===== config.mk =====
export PLATFORM = sky130hd
export DESIGN_NAME = axis_rr_arbiter
export DESIGN_NICKNAME = d
export VERILOG_FILES = /design/src/rtl/axis_rr_arbiter.sv
export SDC_FILE = /design/constraint.sdc
export NUM_CORES = 1
export LEC_CHECK = 0
export CAP_MARGIN = 25
export CORE_ASPECT_RATIO = 1.25
export CORE_MARGIN = 8
export CORE_UTILIZATION = 50
export DETAILED_ROUTE_END_ITERATION = 12
export DONT_BUFFER_PORTS = 1
export PLACE_DENSITY = 0.73
export SYNTH_ARGS = -nofsm -noshare
export SYNTH_HDL_FRONTEND = slang
export SYNTH_SLANG_ARGS = --single-unit

===== constraint.sdc =====
create_clock -name clk -period 2 [get_ports clk]
set_input_delay 0 -clock clk [delete_from_list [all_inputs] [get_ports clk]]
set_output_delay 0 -clock clk [all_outputs]
set_load 0.005 [all_outputs]

===== src/rtl/axis_rr_arbiter.sv =====
// Packet-aware round-robin arbiter in front of a FIFO write stream.
// Grant is held until end of packet or MAX_BURST beats.
module axis_rr_arbiter #(
   parameter int N_PORTS   = 4,
   parameter int DATA_W    = 32,
   parameter int MAX_BURST = 64,
   localparam int IDX_W    = (N_PORTS > 1) ? $clog2(N_PORTS) : 1,
   localparam int CNT_W    = $clog2(MAX_BURST + 1)
) (
   input  logic                      clk,
   input  logic                      rst,
   input  logic [N_PORTS*DATA_W-1:0] in_data,
   input  logic [N_PORTS-1:0]        in_valid,
   input  logic [N_PORTS-1:0]        in_last,
   output logic [N_PORTS-1:0]        in_ready,
   output logic [DATA_W-1:0]         out_data,
   output logic                      out_valid,
   output logic                      out_last,
   input  logic                      out_ready,
   input  logic                      fifo_prog_full,
   output logic                      grant_active,
   output logic [IDX_W-1:0]          grant_idx,
   output logic [31:0]               pkt_count
);

   typedef enum logic {IDLE, BUSY} state_t;

   state_t            state;
   state_t            state_nxt;
   logic [IDX_W-1:0]  rr_ptr;
   logic [IDX_W-1:0]  pick;
   logic [IDX_W-1:0]  cand;
   logic [IDX_W-1:0]  g_nxt;
   logic [CNT_W-1:0]  beat_cnt;
   logic              found;
   logic              ok;
   logic              cap_hit;
   logic              done;
   int                scan_j;
   logic [DATA_W-1:0] port_data [N_PORTS];

   for (genvar i = 0; i < N_PORTS; i++) begin : g_split
      assign port_data[i] = in_data[i*DATA_W +: DATA_W];
   end

   // First requester at or above rr_ptr, wrapping modulo N_PORTS.
   always_comb begin
      found  = 1'b0;
      pick   = '0;
      cand   = '0;
      scan_j = 0;
      for (int k = 0; k < N_PORTS; k++) begin
         scan_j = int'(rr_ptr) + k;
         if (scan_j >= N_PORTS)
            scan_j = scan_j - N_PORTS;
         cand = IDX_W'(scan_j);
         if (!found && in_valid[cand]) begin
            found = 1'b1;
            pick  = cand;
         end
      end
   end

   always_comb begin
      out_valid = 1'b0;
      out_data  = port_data[grant_idx];
      out_last  = in_last[grant_idx];
      in_ready  = '0;
      if (state == BUSY) begin
         out_valid           = in_valid[grant_idx];
         in_ready[grant_idx] = out_ready;
      end
   end

   assign grant_active = (state == BUSY);
   assign ok           = out_valid & out_ready;
   assign cap_hit      = (beat_cnt == CNT_W'(MAX_BURST - 1));
   assign done         = ok & (out_last | cap_hit);
   assign g_nxt        = (grant_idx == IDX_W'(N_PORTS - 1)) ?
                         '0 : grant_idx + 1'b1;

   always_comb begin
      state_nxt = state;
      unique case (state)
         IDLE: if (found && !fifo_prog_full) state_nxt = BUSY;
         BUSY: if (done) state_nxt = IDLE;
         default: state_nxt = IDLE;
      endcase
   end

   always_ff @(posedge clk) begin
      if (rst)
         state <= IDLE;
      else
         state <= state_nxt;
   end

   always_ff @(posedge clk) begin
      if (rst) begin
         rr_ptr    <= '0;
         grant_idx <= '0;
         beat_cnt  <= '0;
         pkt_count <= '0;
      end else begin
         if (state == IDLE && state_nxt == BUSY) begin
            grant_idx <= pick;
            beat_cnt  <= '0;
         end
         if (ok)
            beat_cnt <= beat_cnt + 1'b1;
         if (done)
            rr_ptr <= g_nxt;
         if (ok && out_last)
            pkt_count <= pkt_count + 32'd1;
      end
   end

endmodule


==> out/metrics.cfg, run 1 <==
[route]
drtAntennaViolNets=0
viasPerCell=6.72
routed_wl_mm=11.9
firstDrtPassIters=4
wl_per_cell_um=26.4
vias=3030
dr.first_iter.drc_count=145
drc=0

[power_and_ir_drop]
peakVddDrop_mv=0.465
power_density_nw_per_um2=520
p_total_mw=1.90
p_leak_nw=1.25

[yosys]
synth_common_cells=dfxtp_1, a21oi_1, mux4_2
muxShareOfSynthArea=0.259
ys_ff_latch=44
ys_warn_count=0
ys.flop_type=dfxtp_1
syn_nets=476
synthAdderAreaFrac=0.0245
postSynthCellCount=330
synthArstFlopShare=0
yosysSeqAreaShare=0.287
synth_top_family_by_area=multiplexers
synth_compound_area_frac=0.132
syn_avg_cell_area_um2=9.30
synth_area_leader_cell=dfxtp_1
synth_area_um2=3070
synth.distinct_cells=43
synth-simple-area-share=0.233
synthTopCellsByArea=dfxtp_1, mux4_2, a21oi_1
synth.most_common_cell=dfxtp_1
synth-xor-area-share=0.0200
synth_edf_count=0
yosys.area.top_type_share=0.287

[setup_path]
worstPathRequired_ns=2.23
critPathCaptureType=flop
path_class=flop to flop
path_cells=mux4_2, inv_2, or4b_1, or3_1, a21oi_1
arrival_ns=2.16
max_stage_delay_ns=0.59
slowest_stage=or4b_1
crit_path_max_fanout=6
cp-start-kind=flop

[final_layout]
layout.nets=511
diodes=0
stdcell_area_um2=3650
drive_above_1_share=0.268
syn_to_final_growth_pct=18.9

[timing]
worst_hold_slack_ns=0.0312
skew_ns=0.00872
tightest_slew_ns=1.00
final_max_slew_viol_count=0
period_share=0.964
max-slew-margin-rel=0.321
report.final.hold_viol_count=0
fin_crit_ns=1.93
setup_viol=0
fmax_ghz=0.518
grt_setup_unrepaired=yes

[cts]
clock_tree.buffer_depth=2
cts-root-buf=clkbuf_8
htree_levels=2
clk-insertion-delay-late_ns=0.30
cts_tree=built
clk_pin_slew_ns=0.08
clock_sinks=44
cts_buffers=5

[global_route]
grt_pass1_wl_mm=17.1
grt_max_degree=46
overflow=0
grt_pass1_vias=2875
grtUsageTotal=0.248
antenna_found_initial=7

[floorplanning]
die_height_um=104
ios=213
num_rows=32
die_x_um=86.1
core_um2=6050
die_area_um2=8910
start_util=0.507

[run_status]
status=complete, no violations

[placed_design]
place_area_um2=3370
numPortBuffers=0
dp_hpwl_mm=9.74
place.gp.congestion=0.892

[hold_path]
hp-class=input port to flop

[job]
maxCapViolations=0

-- cells in the final DEF, fill, tap and decap left out, drive strengths merged, types with 4 or more instances in the layout --
cell type / count
a21oi: 35
and2: 6
and3: 8
buf: 41
clkbuf: 6
dfxtp: 44
dlygate4sd3: 5
ha: 6
inv: 15
mux2i: 4
mux4: 33
nand2: 22
nand3: 18
nand4: 14
nor2: 21
nor4: 4
o21ai: 21
o22ai: 4
o31ai: 5
or3: 19
or4: 5
xor2: 5
-- sequential cells by signal (all words and copies together) (netlist names) --
signal,count
rr_ptr,2
grant_active,1
beat_cnt,7
grant_idx,2
pkt_count,32
-- path summary, 6_finish.rpt --
check	slack, ns	end	depth (start not counted)	from
worst min register to register	0.49	beat_cnt[6]$_SDFFE_PP0P_	2	beat_cnt[6]$_SDFFE_PP0P_
worst max-delay path	0.07	pkt_count[13]$_SDFFE_PP0P_	5	grant_idx[0]$_SDFFE_PP0P_
worst min-delay path	0.03	grant_active$_SDFF_PP0_	2	in_valid[3]
worst max register to register	0.07	pkt_count[13]$_SDFFE_PP0P_	5	grant_idx[0]$_SDFFE_PP0P_
-- layer usage --
layer	up-vias	part of all wire	track usage
li1	1338	-	-
met5	-	0.0092	0
met3	49	0.15	0.168
met2	185	0.49	0.428
met1	1444	0.31	0.227
met4	14	0.033	0.0678
-- final cells by class --
| cell class | instances | area [µm²] |
|---|---|---|
| clock buffers | 6 | 82.6 |
| clock inverters | 2 | 38.8 |
| fillers | 492 | 2400 |
| inverters | 15 | 56.3 |
| multi-input cells | 253 | 2110 |
| flip-flops and latches | 44 | 887 |
| well taps | 85 | 106 |
| repair buffers | 46 | 370 |
-- kinds of logic (layout without fill, tap and decap cells) --
family / count (synthesis) / in the layout
buffers and inverters: 33 / 69
multiplexers: 38 / 38
XOR/XNOR: 7 / 7
adder cells (fa/ha/maj): 6 / 6
AND/OR/NAND/NOR: 130 / 130
AO/OA/AOI/OAI: 72 / 72
flip-flops: 44 / 44
-- worst max-delay path, delay by kind of cell, from the launching register on --
| kind | cells | cell delay [ns] |
|---|---|---|
| flip-flops | 1 | 0.36 |
| AO/OA/AOI/OAI | 1 | 0.14 |
| buffers and inverters | 1 | 0.05 |
| multiplexers | 1 | 0.38 |
| AND/OR/NAND/NOR | 2 | 0.92 |
-- metrics by stage --
| stage | TNS, ns | utilization | instances | setup WS [ns] |
|---|---|---|---|---|
| final | 0 | 0.603 | 451 | 0.0711 |
| after global routing | -0.0271 | 0.603 | 451 | -0.0174 |
| after CTS | -0.0107 | 0.586 | 446 | -0.0107 |
| after detailed placement | 0 | 0.558 | 434 | 0.0323 |
| after global placement | 0 | 0.558 | 434 | 0.0898 |
| after floorplan | 0 | - | 330 | 0.0897 |
-- what timing repair did --
action | CTS | global route
pin swaps | 0 | 7
buffers inserted | 0 | 3
gates cloned | 0 | 0
endpoints found under the setup margin | 2 | 17
resized for setup | 1 | 10
hold buffers | 4 | 2
endpoints found under the hold margin | 44 | 41
-- report_power, final --
group	internal (mW)	switching [mW]
clock	0.409	0.315
sequential	0.882	0.00922
combinational	0.145	0.136
total	1.43	0.461
Note: power is estimated with default switching activity, not from simulation.
==> run 2, diff against run 1 <==
- clock period: 2 -> 2.13 ns (I/O delays scaled with it)
==> run 2 against run 1 <==
Against the previous run:
- register-to-register slack better by 0.02 ns
- setup slack better by 0.018 ns
- critical path type unchanged
- clock skew is 0.00084 ns lower
- wire length is 4.8% lower
- first-iteration DRC count is 37% higher
- critical endpoint unchanged
- non-clock buffer count is 19 lower
==> out/metrics.cfg, run 2 (synthesized netlist as in run 1, its figures left out) <==
[run_status]
status=complete, no violations

[final_layout]
final_util=0.568
diodes=0
syn_to_final_growth_pct=12.0
fin_cells=431
largest_reg_flops=32
max_flop_register=pkt_count
drive_above_1_share=0.234
layout.nets=492
final.fill_count=524
top_regs=pkt_count (32), beat_cnt (7)
layout_commonest_cell=dfxtp_1
stdcell_area_um2=3440
layout_common_cells=dfxtp_1, a21oi_1, mux4_2, buf_4, nand2_1

[timing]
worst_hold_slack_ns=0.00647
skew_ns=0.00788
tns_ns=0
tightest_slew_ns=0.527
period_share=0.958
fmax_ghz=0.490
setup_viol=0
report.final.hold_viol_count=0
final_max_slew_viol_count=0
setup_ws_ns=0.0895
fin_crit_ns=2.04
max-slew-margin-rel=0.644

[power_and_ir_drop]
p_total_mw=1.66
p_leak_nw=1.08
peakVddDrop_mv=0.320
power_density_nw_per_um2=482

[cts]
clk-insertion-delay-late_ns=0.30
clock_tree.buffer_depth=2
clock_sinks=44
cts_buffers=5
clk_pin_slew_ns=0.08
htree_levels=2
cts-root-buf=clkbuf_8
cts_tree=built

[route]
drc=0
dr.first_iter.drc_count=199
vias=2873
routed_wl_mm=11.3
firstDrtPassIters=4
viasPerCell=6.67
drtAntennaViolNets=0
wl_per_cell_um=26.3

[setup_path]
cp-start-kind=flop
crit_path_max_fanout=8
arrival_ns=2.27
critPathCaptureType=flop
worstPathRequired_ns=2.35
path_class=flop to flop

[placed_design]
dpl_worst_slack_ns=0.0129
place.gp.congestion=0.860
numPortBuffers=0
dp_cells=421
dp_hpwl_mm=9.54
place_area_um2=3280

[floorplanning]
die_x_um=86.1
ios=213
die_area_um2=8910
core_um2=6050
num_rows=32
start_util=0.507
die_height_um=104

[global_route]
grt_max_degree=46
grtUsageTotal=0.245
antenna_found_initial=7
grt_pass1_vias=2830
overflow=0
grt_pass1_wl_mm=16.8

[job]
maxCapViolations=0

[hold_path]
hp-class=input port to flop

[run 2: cell count changes in the layout (fill, tap and decap cells not counted), sizes merged]
cell / delta
clkbuf: +1
buf: -14
clkinv: -1
dlygate4sd3: -5
bufinv: -1
[run 2: worst paths after layout]
| kind | startpoint | end | slack, ns | depth (start not counted) |
|---|---|---|---|---|
| worst max-delay path | grant_idx[0]$_SDFFE_PP0P_ | pkt_count[13]$_SDFFE_PP0P_ | 0.09 | 5 |
| worst min-delay path | rst | pkt_count[5]$_SDFFE_PP0P_ | 0.006 | 2 |
| worst max register to register | grant_idx[0]$_SDFFE_PP0P_ | pkt_count[13]$_SDFFE_PP0P_ | 0.09 | 5 |
| worst min register to register | beat_cnt[6]$_SDFFE_PP0P_ | beat_cnt[6]$_SDFFE_PP0P_ | 0.49 | 2 |
[run 2: worst max-delay path: stages, from the launching register on]
cell     delay (ns)
dfxtp_2        0.37
mux4_2         0.48
inv_2          0.05
or4b_1         0.58
or3_1          0.33
a21oi_1        0.16
[run 2: final cells by class]
cell class | count | area [µm²] | area share
multi-input combinational | 253 | 2070 | 0.604
sequential | 44 | 887 | 0.258
timing repair buffer | 27 | 215 | 0.0626
tap | 85 | 106 | 0.0310
clock buffer | 7 | 96.3 | 0.0280
inverter | 15 | 56.3 | 0.0164
[run 2: what timing repair did]
item / CTS / global route
pin swaps: 0 / 1
setup buffers: 0 / 2
hold endpoints to repair: 44 / 0
hold buffers: 1 / 0
endpoints found under the setup margin: 1 / 20
gates resized for setup: 1 / 6
gates cloned: 0 / 0
[run 2: power by group]
| group | total (mW) | internal [mW] | switching (mW) | leakage (nW) |
|---|---|---|---|---|
| clock network | 0.566 | 0.289 | 0.277 | 0.0503 |
| logic | 0.253 | 0.127 | 0.126 | 0.668 |
| registers | 0.836 | 0.828 | 0.00881 | 0.357 |
[run 2: metal layers]
metal | vias to the layer above | track usage | routed length (µm)
met5 | - | 0 | 115
met4 | 14 | 0.0955 | 308
met3 | 37 | 0.161 | 1750
met2 | 167 | 0.414 | 5660
met1 | 1368 | 0.226 | 3500
li1 | 1287 | - | -
